<file path="config.mk">
export PLATFORM = sky130hd
export DESIGN_NAME = seq_control_unit
export DESIGN_NICKNAME = d
export VERILOG_FILES = /design/src/rtl/cpu_pkg.sv /design/src/rtl/instr_decoder.sv /design/src/rtl/seq_control_unit.sv
export SDC_FILE = /design/constraint.sdc
export NUM_CORES = 1
export LEC_CHECK = 0
export BUFFER_PORTS_ARGS = -buffer_cell sky130_fd_sc_hd__buf_4
export CAP_MARGIN = 15
export CELL_PAD_IN_SITES_DETAIL_PLACEMENT = 1
export CELL_PAD_IN_SITES_GLOBAL_PLACEMENT = 2
export CORE_ASPECT_RATIO = 2
export CORE_MARGIN = 5
export CORE_UTILIZATION = 28
export CTS_BUF_LIST = sky130_fd_sc_hd__clkbuf_4
export DETAILED_ROUTE_END_ITERATION = 6
export HOLD_SLACK_MARGIN = 0.03
export PLACE_DENSITY = 0.74
export RECOVER_POWER = 50
export SYNTH_ARGS = -nofsm -noshare
export SYNTH_HDL_FRONTEND = slang
export SYNTH_HIERARCHICAL = 1
export SYNTH_SLANG_ARGS = --single-unit
</file>
<file path="constraint.sdc">
create_clock -name clk -period 2.8 [get_ports clk]
set_clock_uncertainty 0.05 [all_clocks]
set_input_delay 0.14 -clock clk [delete_from_list [all_inputs] [get_ports clk]]
set_output_delay 0.14 -clock clk [all_outputs]
set_load 0.1 [all_outputs]
</file>
<file path="src/rtl/cpu_pkg.sv">
// Shared definitions for the multi-cycle accumulator-CPU control path:
// opcode map, ALU operation codes, address-select codes, state/fault enums.
package cpu_pkg;

  // Opcode map (6-bit opcode field)
  localparam logic [5:0] OP_NOP    = 6'h00;
  localparam logic [5:0] OP_MOVI   = 6'h01;
  localparam logic [5:0] OP_MOVR   = 6'h02;
  localparam logic [5:0] OP_LOAD   = 6'h03;
  localparam logic [5:0] OP_STORE  = 6'h04;
  localparam logic [5:0] OP_LOADB  = 6'h05;
  localparam logic [5:0] OP_STOREB = 6'h06;
  localparam logic [5:0] OP_PUSH   = 6'h07;
  localparam logic [5:0] OP_POP    = 6'h08;
  localparam logic [5:0] OP_JMP    = 6'h09;
  localparam logic [5:0] OP_RET    = 6'h0A;
  localparam logic [5:0] OP_RAD    = 6'h0B;
  localparam logic [5:0] OP_POW    = 6'h0C;
  localparam logic [5:0] OP_BRA    = 6'h10;
  localparam logic [5:0] OP_BRE    = 6'h11;
  localparam logic [5:0] OP_BNE    = 6'h12;
  localparam logic [5:0] OP_BLT    = 6'h13;
  localparam logic [5:0] OP_BGE    = 6'h14;
  localparam logic [5:0] OP_BGT    = 6'h15;
  localparam logic [5:0] OP_BLE    = 6'h16;
  localparam logic [5:0] OP_BRC    = 6'h17;
  localparam logic [5:0] OP_BRO    = 6'h18;

  // ALU operation select codes
  localparam logic [4:0] ALU_PASSA = 5'd0;
  localparam logic [4:0] ALU_PASSB = 5'd1;
  localparam logic [4:0] ALU_ADD   = 5'd2;
  localparam logic [4:0] ALU_SUB   = 5'd3;
  localparam logic [4:0] ALU_RAD   = 5'd4;
  localparam logic [4:0] ALU_POW   = 5'd5;

  // data_addr_sel codes
  localparam logic [1:0] DA_ALU     = 2'd0;
  localparam logic [1:0] DA_IMM     = 2'd1;
  localparam logic [1:0] DA_SP      = 2'd2;
  localparam logic [1:0] DA_SP_NEXT = 2'd3;

  // Architectural register indices
  localparam int REG_X   = 0;
  localparam int REG_Y   = 1;
  localparam int REG_ACC = 2;

  typedef enum logic [2:0] {
    ST_FETCH    = 3'd0,
    ST_DECODE   = 3'd1,
    ST_EXEC     = 3'd2,
    ST_ALU_WAIT = 3'd3,
    ST_MEM      = 3'd4,
    ST_FAULT    = 3'd5
  } state_e;

  typedef enum logic [1:0] {
    FLT_NONE      = 2'd0,
    FLT_ILLEGAL   = 2'd1,
    FLT_OVERFLOW  = 2'd2,
    FLT_UNDERFLOW = 2'd3
  } fault_e;

  typedef enum logic [1:0] {
    CLS_SINGLE = 2'd0,
    CLS_ALU    = 2'd1,
    CLS_MEM    = 2'd2
  } iclass_e;

  typedef enum logic [3:0] {
    CND_NONE, CND_AL, CND_EQ, CND_NE, CND_LT,
    CND_GE, CND_GT, CND_LE, CND_CS, CND_VS
  } cond_e;

  // Evaluate a branch condition against latched flags {Z,N,C,O}
  function automatic logic cond_true(input cond_e c, input logic [3:0] f);
    logic z, n, cy, o, res;
    z  = f[3];
    n  = f[2];
    cy = f[1];
    o  = f[0];
    case (c)
      CND_AL:  res = 1'b1;
      CND_EQ:  res = z;
      CND_NE:  res = !z;
      CND_LT:  res = (n != o);
      CND_GE:  res = (n == o);
      CND_GT:  res = !z && (n == o);
      CND_LE:  res = z || (n != o);
      CND_CS:  res = cy;
      CND_VS:  res = o;
      default: res = 1'b0;
    endcase
    return res;
  endfunction

endpackage

</file>
<file path="src/rtl/instr_decoder.sv">
// Combinational instruction classifier: ir -> class, ALU controls, memory
// controls, register write mask, stack markers and illegal-opcode flag.
module instr_decoder
  import cpu_pkg::*;
#(
  parameter int INSTR_W  = 16,
  parameter int OPC_W    = 6,
  parameter int NUM_REGS = 3,
  localparam int REG_W   = (NUM_REGS > 1) ? $clog2(NUM_REGS) : 1,
  localparam int SRC_W   = $clog2(NUM_REGS + 1)
) (
  input  logic [INSTR_W-1:0]  ir,
  output iclass_e             iclass,
  output logic [4:0]          opsel,
  output logic [SRC_W-1:0]    sel_a,
  output logic [SRC_W-1:0]    sel_b,
  output logic [1:0]          addr_sel,
  output logic                mem_we,
  output logic [SRC_W-1:0]    data_sel,
  output logic                reg_from_mem,
  output logic [NUM_REGS-1:0] wr_mask,
  output logic                is_push,
  output logic                is_pop,
  output logic                is_stack,
  output logic                is_jmp,
  output logic                is_ret,
  output cond_e               cond,
  output logic                illegal
);

  localparam int LOW_W = INSTR_W - OPC_W - REG_W - SRC_W;
  localparam logic [SRC_W-1:0] SRC_IMM = SRC_W'(NUM_REGS);
  localparam logic [SRC_W-1:0] SRC_ACC = SRC_W'(REG_ACC);

  logic [OPC_W-1:0]    opc;
  logic [REG_W-1:0]    rd;
  logic [SRC_W-1:0]    rs;
  logic [NUM_REGS-1:0] rd_oh;
  logic [NUM_REGS-1:0] acc_oh;
  logic                unused_imm;

  assign opc        = ir[INSTR_W-1 -: OPC_W];
  assign rd         = ir[INSTR_W-OPC_W-1 -: REG_W];
  assign rs         = ir[INSTR_W-OPC_W-REG_W-1 -: SRC_W];
  assign rd_oh      = NUM_REGS'(1) << rd;
  assign acc_oh     = NUM_REGS'(1) << REG_ACC;
  assign unused_imm = ^ir[LOW_W-1:0];

  // Opcode classification and control decode
  always_comb begin
    iclass       = CLS_SINGLE;
    opsel        = ALU_PASSA;
    sel_a        = '0;
    sel_b        = '0;
    addr_sel     = DA_ALU;
    mem_we       = 1'b0;
    data_sel     = '0;
    reg_from_mem = 1'b0;
    wr_mask      = '0;
    is_push      = 1'b0;
    is_pop       = 1'b0;
    is_stack     = 1'b0;
    is_jmp       = 1'b0;
    is_ret       = 1'b0;
    cond         = CND_NONE;
    illegal      = 1'b0;
    case (opc)
      OPC_W'(OP_NOP): ;
      OPC_W'(OP_MOVI): begin
        sel_a   = SRC_IMM;
        wr_mask = rd_oh;
      end
      OPC_W'(OP_MOVR): begin
        sel_a   = rs;
        wr_mask = rd_oh;
      end
      OPC_W'(OP_LOAD): begin
        iclass       = CLS_MEM;
        addr_sel     = DA_IMM;
        reg_from_mem = 1'b1;
        wr_mask      = rd_oh;
      end
      OPC_W'(OP_STORE): begin
        iclass   = CLS_MEM;
        addr_sel = DA_IMM;
        mem_we   = 1'b1;
        data_sel = SRC_W'(rd);
      end
      OPC_W'(OP_LOADB): begin
        iclass       = CLS_MEM;
        opsel        = ALU_ADD;
        sel_a        = rs;
        sel_b        = SRC_IMM;
        reg_from_mem = 1'b1;
        wr_mask      = rd_oh;
      end
      OPC_W'(OP_STOREB): begin
        iclass   = CLS_MEM;
        opsel    = ALU_ADD;
        sel_a    = rs;
        sel_b    = SRC_IMM;
        mem_we   = 1'b1;
        data_sel = SRC_W'(rd);
      end
      OPC_W'(OP_PUSH): begin
        iclass   = CLS_MEM;
        addr_sel = DA_SP;
        mem_we   = 1'b1;
        data_sel = SRC_W'(rd);
        is_push  = 1'b1;
        is_stack = 1'b1;
      end
      OPC_W'(OP_POP): begin
        iclass       = CLS_MEM;
        addr_sel     = DA_SP_NEXT;
        reg_from_mem = 1'b1;
        wr_mask      = rd_oh;
        is_pop       = 1'b1;
        is_stack     = 1'b1;
      end
      OPC_W'(OP_JMP): begin
        iclass   = CLS_MEM;
        opsel    = ALU_PASSB;
        sel_b    = SRC_IMM;
        addr_sel = DA_SP;
        mem_we   = 1'b1;
        data_sel = SRC_IMM;
        is_push  = 1'b1;
        is_stack = 1'b1;
        is_jmp   = 1'b1;
      end
      OPC_W'(OP_RET): begin
        iclass   = CLS_MEM;
        addr_sel = DA_SP_NEXT;
        is_pop   = 1'b1;
        is_stack = 1'b1;
        is_ret   = 1'b1;
      end
      OPC_W'(OP_RAD), OPC_W'(OP_POW): begin
        iclass  = CLS_ALU;
        opsel   = (opc == OPC_W'(OP_RAD)) ? ALU_RAD : ALU_POW;
        sel_a   = SRC_ACC;
        sel_b   = rs;
        wr_mask = acc_oh;
      end
      OPC_W'(OP_BRA), OPC_W'(OP_BRE), OPC_W'(OP_BNE), OPC_W'(OP_BLT),
      OPC_W'(OP_BGE), OPC_W'(OP_BGT), OPC_W'(OP_BLE), OPC_W'(OP_BRC),
      OPC_W'(OP_BRO): begin
        opsel = ALU_ADD;
        sel_a = SRC_IMM;
        sel_b = SRC_IMM;
        case (opc)
          OPC_W'(OP_BRA): cond = CND_AL;
          OPC_W'(OP_BRE): cond = CND_EQ;
          OPC_W'(OP_BNE): cond = CND_NE;
          OPC_W'(OP_BLT): cond = CND_LT;
          OPC_W'(OP_BGE): cond = CND_GE;
          OPC_W'(OP_BGT): cond = CND_GT;
          OPC_W'(OP_BLE): cond = CND_LE;
          OPC_W'(OP_BRC): cond = CND_CS;
          default:        cond = CND_VS;
        endcase
      end
      default: illegal = 1'b1;
    endcase
  end

endmodule

</file>
<file path="src/rtl/seq_control_unit.sv">
// Multi-cycle control unit: FETCH/DECODE/EXEC sequencing with ALU and
// data-memory wait states, stack-depth tracking and sticky fault reporting.
module seq_control_unit
  import cpu_pkg::*;
#(
  parameter int INSTR_W     = 16,
  parameter int OPC_W       = 6,
  parameter int NUM_REGS    = 3,
  parameter int STACK_DEPTH = 16,
  localparam int SRC_W      = $clog2(NUM_REGS + 1),
  localparam int SP_W       = $clog2(STACK_DEPTH + 1)
) (
  input  logic                clk,
  input  logic                rst,
  input  logic                instr_valid,
  input  logic [INSTR_W-1:0]  instr,
  output logic                instr_ready,
  input  logic [3:0]          flags,
  output logic [4:0]          opsel,
  output logic [SRC_W-1:0]    sel_srcA,
  output logic [SRC_W-1:0]    sel_srcB,
  output logic                alu_start,
  input  logic                alu_done,
  output logic                mem_req,
  output logic                mem_we,
  input  logic                mem_ack,
  output logic [1:0]          data_addr_sel,
  output logic [SRC_W-1:0]    mem_data_wr_sel,
  output logic                reg_from_mem,
  output logic [NUM_REGS-1:0] wr_en,
  output logic                save_flags,
  output logic                branch,
  output logic                ret,
  output logic                loadPC,
  output logic                push,
  output logic                op_stack,
  output logic                busy,
  output logic                fault,
  output logic [1:0]          fault_code
);

  localparam logic [SP_W-1:0] SP_FULL = SP_W'(STACK_DEPTH);

  state_e               state_q, state_d;
  logic [INSTR_W-1:0]   ir_q, ir_d;
  logic [SP_W-1:0]      sp_q, sp_d;
  logic [3:0]           flag_q, flag_d;
  fault_e               fault_q, fault_d;

  iclass_e              dec_class;
  logic [4:0]           dec_opsel;
  logic [SRC_W-1:0]     dec_sel_a, dec_sel_b, dec_data_sel;
  logic [1:0]           dec_addr_sel;
  logic                 dec_mem_we, dec_rfm;
  logic [NUM_REGS-1:0]  dec_wr_mask;
  logic                 dec_push, dec_pop, dec_stack, dec_jmp, dec_ret;
  cond_e                dec_cond;
  logic                 dec_illegal;

  instr_decoder #(
    .INSTR_W  (INSTR_W),
    .OPC_W    (OPC_W),
    .NUM_REGS (NUM_REGS)
  ) u_dec (
    .ir           (ir_q),
    .iclass       (dec_class),
    .opsel        (dec_opsel),
    .sel_a        (dec_sel_a),
    .sel_b        (dec_sel_b),
    .addr_sel     (dec_addr_sel),
    .mem_we       (dec_mem_we),
    .data_sel     (dec_data_sel),
    .reg_from_mem (dec_rfm),
    .wr_mask      (dec_wr_mask),
    .is_push      (dec_push),
    .is_pop       (dec_pop),
    .is_stack     (dec_stack),
    .is_jmp       (dec_jmp),
    .is_ret       (dec_ret),
    .cond         (dec_cond),
    .illegal      (dec_illegal)
  );

  // Next-state, instruction latch, stack depth and fault capture
  always_comb begin
    state_d = state_q;
    ir_d    = ir_q;
    sp_d    = sp_q;
    flag_d  = flag_q;
    fault_d = fault_q;
    case (state_q)
      ST_FETCH: begin
        if (instr_valid) begin
          ir_d    = instr;
          state_d = ST_DECODE;
        end
      end
      ST_DECODE: begin
        if (dec_illegal) begin
          fault_d = FLT_ILLEGAL;
          state_d = ST_FAULT;
        end else if (dec_push && (sp_q == SP_FULL)) begin
          fault_d = FLT_OVERFLOW;
          state_d = ST_FAULT;
        end else if (dec_pop && (sp_q == '0)) begin
          fault_d = FLT_UNDERFLOW;
          state_d = ST_FAULT;
        end else begin
          flag_d  = flags;
          state_d = ST_EXEC;
        end
      end
      ST_EXEC: begin
        case (dec_class)
          CLS_ALU: state_d = ST_ALU_WAIT;
          CLS_MEM: state_d = ST_MEM;
          default: state_d = ST_FETCH;
        endcase
      end
      ST_ALU_WAIT: begin
        if (alu_done) state_d = ST_FETCH;
      end
      ST_MEM: begin
        if (mem_ack) begin
          state_d = ST_FETCH;
          if (dec_push) sp_d = sp_q + SP_W'(1);
          if (dec_pop)  sp_d = sp_q - SP_W'(1);
        end
      end
      ST_FAULT: state_d = ST_FAULT;
      default:  state_d = ST_FETCH;
    endcase
  end

  // State registers with synchronous active-low reset
  always_ff @(posedge clk) begin
    if (!rst) begin
      state_q <= ST_FETCH;
      ir_q    <= '0;
      sp_q    <= '0;
      flag_q  <= '0;
      fault_q <= FLT_NONE;
    end else begin
      state_q <= state_d;
      ir_q    <= ir_d;
      sp_q    <= sp_d;
      flag_q  <= flag_d;
      fault_q <= fault_d;
    end
  end

  // Output decode; only the final-cycle strobes look at alu_done/mem_ack
  always_comb begin
    instr_ready     = (state_q == ST_FETCH);
    busy            = (state_q != ST_FETCH);
    fault           = (state_q == ST_FAULT);
    fault_code      = fault_q;
    opsel           = '0;
    sel_srcA        = '0;
    sel_srcB        = '0;
    alu_start       = 1'b0;
    mem_req         = 1'b0;
    mem_we          = 1'b0;
    data_addr_sel   = '0;
    mem_data_wr_sel = '0;
    reg_from_mem    = 1'b0;
    wr_en           = '0;
    save_flags      = 1'b0;
    branch          = 1'b0;
    ret             = 1'b0;
    loadPC          = 1'b0;
    push            = 1'b0;
    op_stack        = 1'b0;
    if (state_q == ST_EXEC || state_q == ST_ALU_WAIT || state_q == ST_MEM) begin
      opsel    = dec_opsel;
      sel_srcA = dec_sel_a;
      sel_srcB = dec_sel_b;
    end
    case (state_q)
      ST_EXEC: begin
        if (dec_class == CLS_SINGLE) begin
          wr_en  = dec_wr_mask;
          branch = cond_true(dec_cond, flag_q);
          loadPC = 1'b1;
        end else if (dec_class == CLS_ALU) begin
          alu_start = 1'b1;
        end
      end
      ST_ALU_WAIT: begin
        if (alu_done) begin
          wr_en      = dec_wr_mask;
          save_flags = 1'b1;
          loadPC     = 1'b1;
        end
      end
      ST_MEM: begin
        mem_req         = 1'b1;
        mem_we          = dec_mem_we;
        data_addr_sel   = dec_addr_sel;
        mem_data_wr_sel = dec_data_sel;
        if (mem_ack) begin
          wr_en        = dec_wr_mask;
          reg_from_mem = dec_rfm;
          push         = dec_push;
          op_stack     = dec_stack;
          branch       = dec_jmp;
          ret          = dec_ret;
          loadPC       = 1'b1;
        end
      end
      default: ;
    endcase
  end

endmodule

</file>
## Word-level counts from Yosys, hierarchy flattened

Memories as Yosys holds them, arrays and structs flattened. A register that Yosys moved wholly into a read port is not among the register bits.
Cells that the tools add are included.

| word-level totals | value |
|---|---|
| logic and storage cells | 152 |
| output and inout port bits | 31 |
| ROM bits | 128 |
| register bits after elaboration | 30 |
| memories | 1 |

| cells by class | value |
|---|---|
| equality and inequality tests | 44 |
| shift operators | 1 |
| bitwise operators | 2 |
| mux-type cells | 63 |
| reductions and logical operators | 34 |
| add/sub/neg operators | 2 |

Memories:

| name | depth | bits a word | read ports | clocked after Yosys merged registers in | wr ports | RTL line | source |
|---|---|---|---|---|---|---|---|
| (no name shown) | 32 | 4 | 1 | 1 | 0 | instr_decoder.sv:152 | `case (opc)` |

Operators by type and width:

| kind | count |
|---|---|
| 6-bit by 5-bit equality test with 1-bit output (second input constant) | 9 |
| 6-bit by 4-bit equality test with 1-bit output (second input constant) | 5 |
| 1-bit two-way mux | 27 |
| 3-bit two-way mux | 9 |
| 5-bit two-way mux | 5 |
| 6-bit by 3-bit equality test with 1-bit output (second input constant) | 4 |
| 22-bit OR reduction | 1 |
| 3-bit one-hot mux with 6 select lines | 1 |
| 4-bit by 3-bit equality test with 1-bit output (second input constant) | 4 |
| 5-bit one-hot mux with 3 select lines | 1 |
| 2-bit two-way mux | 7 |
| 6-bit by 2-bit equality test with 1-bit output (second input constant) | 2 |
| 2-bit one-hot mux with 2 select lines | 3 |
| 2-bit one-hot mux with 3 select lines | 2 |
| 3-bit one-hot mux with 2 select lines | 2 |
| 12-bit OR reduction | 1 |
| 11-bit OR reduction | 1 |
| 10-bit OR reduction | 1 |
| 1-bit one-hot mux with 9 select lines | 1 |
| 3-bit one-hot mux with 3 select lines | 1 |
| 3-bit OR reduction | 3 |
| 9-bit OR reduction | 1 |
| 4-bit by 2-bit equality test with 1-bit output (second input constant) | 2 |
| 4-bit equality test (second input constant) | 2 |
| 35 further kinds | 51 |

## Logic depth before layout (Yosys ltp)

Gate-level depths: netlist of run 1.

| logic depth | value |
|---|---|
| depth in word-level cells | 8 |
| gate-level depth with buffers | 11 |

## By module

Netlist of run 1, hierarchy kept.

Modules (own cells, without submodules):

| module | times used | cells an instance | area each (µm²) |
|---|---|---|---|
| seq_control_unit | 1 | 223 | 1784.2 |
| instr_decoder | 1 | 92 | 599.3 |

## Worst setup path after synthesis of run 1

No wires, ideal clock.

| path | value |
|---|---|
| path kind | register to output |
| start | register state_q[2] |
| end | output opsel[0] |
| buffers on the path | 1 |
| cell stages (with the launch flop) | 5 |
| path slack | -1218 ps |
| arrival time | 3828 ps |
| cells stage by stage | dfxtp_1 > clkbuf_1 > nor3b_2 > nor2_1 > nor2b_1 |

| between the ends | value |
|---|---|
| cells in the longest elaborated chain, start to end | 4 |
| elaborated cells on any way between the ends | 6 |
| classes of those cells | 3 x eq/ne; 1 x mux; 2 x reduce/logical |

RTL lines:

| element | RTL line | source |
|---|---|---|
| start: declaration | seq_control_unit.sv:44 | `state_e state_q, state_d;` |
| start signal: assignment | seq_control_unit.sv:144 | `state_q <= state_d;` |
| 3-bit by 2-bit equality test with 1-bit output | seq_control_unit.sv:174 | `if (state_q == ST_EXEC \|\| state_q == ST_ALU_WAIT \|\| state_q == ST_MEM) begin` |
| 1-bit logical OR | seq_control_unit.sv:174 |  |
| 1-bit logical OR * | seq_control_unit.sv:174 |  |
| 5-bit two-way mux * | seq_control_unit.sv:174 |  |
| end: declaration | seq_control_unit.sv:19 | `output logic [4:0] opsel,` |

Mark *: on every way between the ends. The rest lies on a longest branch, timed or not.

## Worst setup path after layout of run 1

| path | value |
|---|---|
| start | register ir_q[10] |
| end | output branch |

| between the ends | value |
|---|---|
| cells in the longest elaborated chain, start to end | 7 |
| elaborated cells on any way between the ends | 39 |
| classes of those cells | 28 x eq/ne; 7 x mux; 4 x reduce/logical |

RTL lines:

| element | RTL line | source |
|---|---|---|
| start: declaration | seq_control_unit.sv:45 | `logic [INSTR_W-1:0] ir_q, ir_d;` |
| start signal: assignment | seq_control_unit.sv:145 | `ir_q <= ir_d;` |
| 6-bit by 5-bit equality test with 1-bit output | instr_decoder.sv:67 | `case (opc)` |
| 9-bit OR reduction * | n/a |  |
| 4-bit two-way mux * | instr_decoder.sv:67 |  |
| net dec_cond[2] | seq_control_unit.sv:57 | `cond_e dec_cond;` |
| 4-bit equality test (tied with other cells) | cpu_pkg.sv:82 | `case (c)` |
| 1-bit one-hot mux with 9 select lines * | cpu_pkg.sv:82 |  |
| 1-bit two-way mux * | seq_control_unit.sv:181 | `if (dec_class == CLS_SINGLE) begin` |
| 1-bit one-hot mux with 2 select lines * | seq_control_unit.sv:179 | `case (state_q)` |
| end: declaration | seq_control_unit.sv:32 | `output logic branch,` |

Mark *: on every way through the listed nets, which the timed path passes. The rest lies on a longest branch.

==> results of run 1 <==
-- report_power, final --
part           internal, W  switching, W  leakage [nW]
sequential        0.000406      0.000116         0.197
clock             0.000145      0.000116        0.0279
combinational     0.000535       0.00101          1.18
-- per-layer routing --
layer | share of wire, % | vias up | wire, µm
met1 | 34 | 1183 | 2800
met3 | 2.6 | 15 | 214
met4 | 3.3 | 0 | 268
met5 | 0 | - | 0
met2 | 60 | 47 | 4940
li1 | - | 1171 | -
-- state kept, by name, indices dropped and copies added, names as in the netlist --
signal      cells
ir_q           10
state_q         3
flag_q          4
fault_code      2
sp_q            5
-- area by class of cell --
cell class | instances | area (µm²) | share of cell area [%]
clock buffer | 3 | 22.5 | 0.671
clock inverter | 1 | 30.0 | 0.895
inverter | 16 | 67.6 | 2.01
sequential | 24 | 488 | 14.5
antenna | 1 | 2.50 | 0.0746
multi-input combinational | 231 | 1800 | 53.7
tap | 94 | 118 | 3.50
timing repair buffer | 93 | 827 | 24.6
-- repair_timing --
item                                    in CTS  in global routing
hold buffers                                13                  0
buffers inserted                             4                  2
endpoints found under the setup margin       6                 10
pin swaps                                   16                 10
hold endpoints to repair                    13                  0
resized for setup                           55                 16
-- per-stage QoR --
stage,cell area (µm²),hold slack [ns]
after global routing,3360,0.0734
after floorplan,2290,0.217
final,3360,0.0788
after detailed placement,2860,0.344
after global placement,2860,0.337
after CTS,3310,0.0509
-- worst max-delay path: stages (launching register included) --
cell and delay (ns):
dfxtp_4 0.39, buf_6 0.12, ha_4 0.15, or4_4 0.50, o2111ai_4 0.13, a2111oi_4 0.09, buf_4 0.17, a21bo_1 0.17
a21oi_2 0.15, o32ai_2 0.08, a221o_2 0.36, buf_12 0.17
-- worst paths after layout --
| kind | end | slack (ns) | cells after the start |
|---|---|---|---|
| max | branch | -0.20 | 11 |
| min | ir_q[10] | 0.08 | 3 |
| max reg2reg | state_q[2] | 0.13 | 10 |
| min reg2reg | flag_q[1] | 0.43 | 2 |
==> summary.md, run 1 <==
| Metric | Value |
|---|---|
| Num CTS Buffers | 3 |
| CTS H-Tree Depth | 1 |
| Filler Cell Count | 956 |
| Worst setup EP type | output port |
| Final slew viol count | 2 |
| Vias per cell | 5.22 |
| Mapped Area | 2170 µm² |
| Critical path arrival | 2.81 ns |
| Hold_sp | instr[10] |
| RSZ-0062 raised after global routing | true |
| Clock tree root buffer cell | clkbuf_4 |
| Slew HR | -20.5% |
| Peak VDD IR | 0.795 mV |
| CP max FO | 5 |
| Detail Route Antenna Nets | 0 |
| DRT Wirelength | 8220 µm |
| Actual slew at the worst max-slew pin | 1.80 ns |
| Post-Layout Cell Count | 463 |
| WL per Instance | 17.7 µm |
| Drt pass-1 iters | 4 |
| Post-synthesis instance total | 291 |
| CP Class | reg2out |
| Die height | 135 µm |
| Placed cells | 441 |
| Die area | 9730 µm² |
| Die width | 72.3 µm |
| Violated checks | slew limit, setup timing |
| Crit Reg-Reg Startpoint | ir_q[12] |
| Longest Clk Path Bufs | 2 |
| HPWL Detailed | 6300 µm |
| Leakage | 1.40 nW |
| Routing usage on met2 | 35.1% |
| Synthesis-to-layout area growth | 54.4% |
| GP Congestion | 0.839 |
| Layout cells sized above 1 | 37.5% |
| Final Worst Setup Slack | -0.205 ns |
| Worst-skew pair later-pin latency | 0.33 ns |
| Layout Nets | 403 |
| DRC | 0 |
| Worst path required time | 2.61 ns |
| DRT iter0 DRCs | 56 |
| GR Overflow Total | 0 |
| I/O pin total | 56 |
| Pre-CTS WS | -0.0636 ns |
| Core footprint | 7600 µm² |
| Vias in the first global route | 2518 |
| Std cell rows | 45 |
| Crit path launch | ir_q[10] |
| Status | finished with violations |
| Met1 usage | 16.6% |
| Global-route usage over all layers | 17.3% |
| Power Dens Cells | 694 nW/µm² |
| First-pass GRT wire length | 13100 µm |
| Fin crit period | 3.00 ns |
| Commonest non-fill, non-tap cell in the layout | buf_4 |
| Most frequent cells in the layout | 57 x buf_4, 42 x nand2_1, 22 x dfxtp_1 |
| I/O Buffers | 47 |
| Vias | 2416 |
| Reg clk slew, reported paths | 0.14 ns |
| Max Freq | 333 MHz |
| Final Hold Vio Count | 0 |
| Final worst-path cycle share | 107% |
| Tightest Hold Check Type | in2reg |
| Initial Util | 28.6% |
| Clock Sinks | 24 |
| Max cap viols | 0 |
| Initial antenna violation count | 1 |
| TritonCTS clock tree | yes |
| Top Usage Layer GRT | met2 |
| Pin count of the biggest net entering global routing | 32 |
| Syn Area/Cell | 7.47 µm² |
| Synth warn | 6 |
| Grt met3 use | 1.49% |
| Startpoint Class | register |
| Setup Viol. Count Final | 8 |
| Design Power | 0.00233 W |
| Core Util, Final | 44.1% |
| Total Neg Setup Slack | -1.05 ns |
(Power assumes the default switching activity.)
==> inputs of run 2 (changes only) <==
BUFFER_PORTS_ARGS = unset   (was -buffer_cell sky130_fd_sc_hd__buf_4)
CORE_MARGIN = 1   (was 5)
CORE_UTILIZATION = 33   (was 28)
DONT_BUFFER_PORTS = 1   (was unset)
PLACE_DENSITY = 0.73   (was 0.74)
==> run 2 against run 1 <==
Net effect:
- the flow still finishes with violations (slew limit, setup timing)
- wire length shrank 4.5%
- count of clock-buffer cells in the layout is the same
- register-to-register slack lost 0.02 ns
- worst setup slack lost 0.16 ns
- design area is essentially flat
- largest cell class unchanged
- highest routed layer unchanged
==> summary.md, run 2 (synthesis results as in run 1) <==
| Metric | Value |
|---|---|
| First-pass GRT wire length | 11900 µm |
| Leakage | 1.31 nW |
| Status | finished with violations |
| Detail Route Antenna Nets | 0 |
| Layout Nets | 386 |
| Max cap viols | 0 |
| Final Hold Vio Count | 0 |
| Die height | 117 µm |
| I/O Buffers | 0 |
| Worst-skew pair later-pin latency | 0.33 ns |
| Placed cells | 408 |
| GP Congestion | 0.887 |
| Core footprint | 6310 µm² |
| HPWL Detailed | 5800 µm |
| Critical path arrival | 2.97 ns |
| Regs by FF count | ir_q: 10 flops, sp_q: 5 flops, flag_q: 4 flops |
| Reg2reg setup slack | 0.11 ns |
| Pre-CTS WS | -0.133 ns |
| Worst path required time | 2.61 ns |
| Fin crit period | 3.16 ns |
| Initial Util | 34.4% |
| Final slew viol count | 2 |
| P_sw | 0.00124 W |
| Max Freq | 316 MHz |
| Gate power share | 69.3% |
| Die width | 59.4 µm |
| Crit Reg-Reg Startpoint | ir_q[11] |
| Power share of the clock group | 7.3% |
| Die area | 6930 µm² |
| Reg clk slew, reported paths | 0.13 ns |
| Drt pass-1 iters | 4 |
| Post-Layout Cell Count | 437 |
| Peak VDD IR | 0.457 mV |
| Setup Viol. Count Final | 1 |
| Vias in the first global route | 2444 |
| Inserted Diodes | 0 |
| Total Neg Setup Slack | -0.364 ns |
| Commonest non-fill, non-tap cell in the layout | nand2_1 |
| Most frequent cells in the layout | 41 x nand2_1, 27 x buf_4, 22 x dfxtp_1 |
| I/O pin total | 56 |
| Actual slew at the worst max-slew pin | 1.82 ns |
| Slew HR | -21.3% |
| Violated checks | slew limit, setup timing |
| Startpoint Class | register |
| Final worst-path cycle share | 113% |
| WL per Instance | 18.0 µm |
| Global-route usage over all layers | 23.1% |
| GR Overflow Total | 0 |
| Num CTS Buffers | 3 |
| Power Dens Cells | 666 nW/µm² |
| Clock Sinks | 24 |
| Tightest Hold Check Type | in2reg |
| Hold_sp | instr_valid |
| DRT iter0 DRCs | 43 |
| Longest Clk Path Bufs | 2 |
| Internal | 0.000994 W |
| DRT Wirelength | 7850 µm |
| Initial antenna violation count | 0 |
| Max reg flops | 10 |
| Clock tree root buffer cell | clkbuf_4 |
| TritonCTS clock tree | yes |
| Vias | 2342 |
| DRC | 0 |
| CP Class | reg2out |
| Synthesis-to-layout area growth | 54.3% |
| Layout cells sized above 1 | 31.9% |
| Std cell rows | 41 |
| Vias per cell | 5.36 |
| Filler Cell Count | 747 |
| Switching portion of total power | 55.5% |
| Crit path launch | ir_q[11] |
| Biggest register | ir_q |
| Worst setup EP type | output port |
| Pin count of the biggest net entering global routing | 31 |
| CTS H-Tree Depth | 1 |
| CP max FO | 5 |
| Seq pwr share | 23.4% |
| RSZ-0062 raised after global routing | true |
| Final Worst Setup Slack | -0.364 ns |
==> run 2: changes by cell type in the layout (fill, tap and decap cells not counted), sizes merged <==
cell | previous run | this run
clkinv | 0 | 1
buf | 71 | 49
bufinv | 1 | 0
dlygate4sd3 | 13 | 17
diode | 1 | 0
clkbuf | 12 | 13
==> run 2: cell type report <==
class	instances	area [µm²]	share of cell area (%)
Clock buffer	3	22.5	0.672
Sequential cell	24	488	14.6
Clock inverter	1	3.75	0.112
Multi-Input combinational cell	231	1840	55.0
Tap cell	86	108	3.21
Timing Repair Buffer	76	822	24.5
Inverter	16	65.1	1.94
==> run 2: power groups by stage <==
| stage | registers (W) | logic, W | clock network [W] |
|---|---|---|---|
| global placement | 0.000515 | 0.00135 | 0 |
| CTS | 0.000513 | 0.00154 | 0.000176 |
| detailed placement | 0.000518 | 0.00137 | 0 |
| floorplan | 0.000511 | 0.00103 | 0 |
| finish | 0.000523 | 0.00155 | 0.000162 |
| global route | 0.000536 | 0.00165 | 0.000177 |
==> run 2: timing repair <==
action | CTS | global route
endpoints found under the hold margin | 24 | 0
pin swaps | 14 | 12
gates resized for setup | 31 | 21
setup buffers | 7 | 2
setup endpoints to repair | 6 | 5
hold buffers | 17 | 0
==> run 2: path summary, 6_finish.rpt <==
| check | to | cells after the start |
|---|---|---|
| worst max register to register | fault_code[1] | 9 |
| worst min register to register | flag_q[1] | 2 |
| worst min-delay path | state_q[0] | 4 |
| worst max-delay path | branch | 12 |
==> run 2: stage by stage <==
step | hold slack (ns) | power [W] | cell area (µm²) | utilization (%)
floorplan | 0.217 | 0.00154 | 2290 | -
global placement | 0.221 | 0.00187 | 2870 | 45.5
detailed placement | 0.229 | 0.00189 | 2870 | 45.5
CTS | 0.174 | 0.00223 | 3270 | 51.8
global route | 0.217 | 0.00237 | 3350 | 53.1
finish | 0.195 | 0.00223 | 3350 | 53.1
==> run 2: metal layers <==
| metal | GRT usage, % | routed length (µm) | vias up |
|---|---|---|---|
| met2 | 47.7 | 4670 | 55 |
| met5 | 0 | 0 | - |
| li1 | - | - | 1142 |
| met1 | 21.0 | 2610 | 1113 |
| met3 | 1.65 | 201 | 32 |
| met4 | 11.3 | 377 | 0 |
==> run 2: worst max-delay path: stages, from the launching register on <==
cell,delay [ns]
dfxtp_4,0.40
inv_4,0.08
ha_4,0.14
nor2b_4,0.17
o2111ai_4,0.17
buf_6,0.16
a2111oi_4,0.42
buf_4,0.21
nor4b_4,0.20
a211oi_2,0.10
nor3_1,0.23
a221o_2,0.18
buf_12,0.17
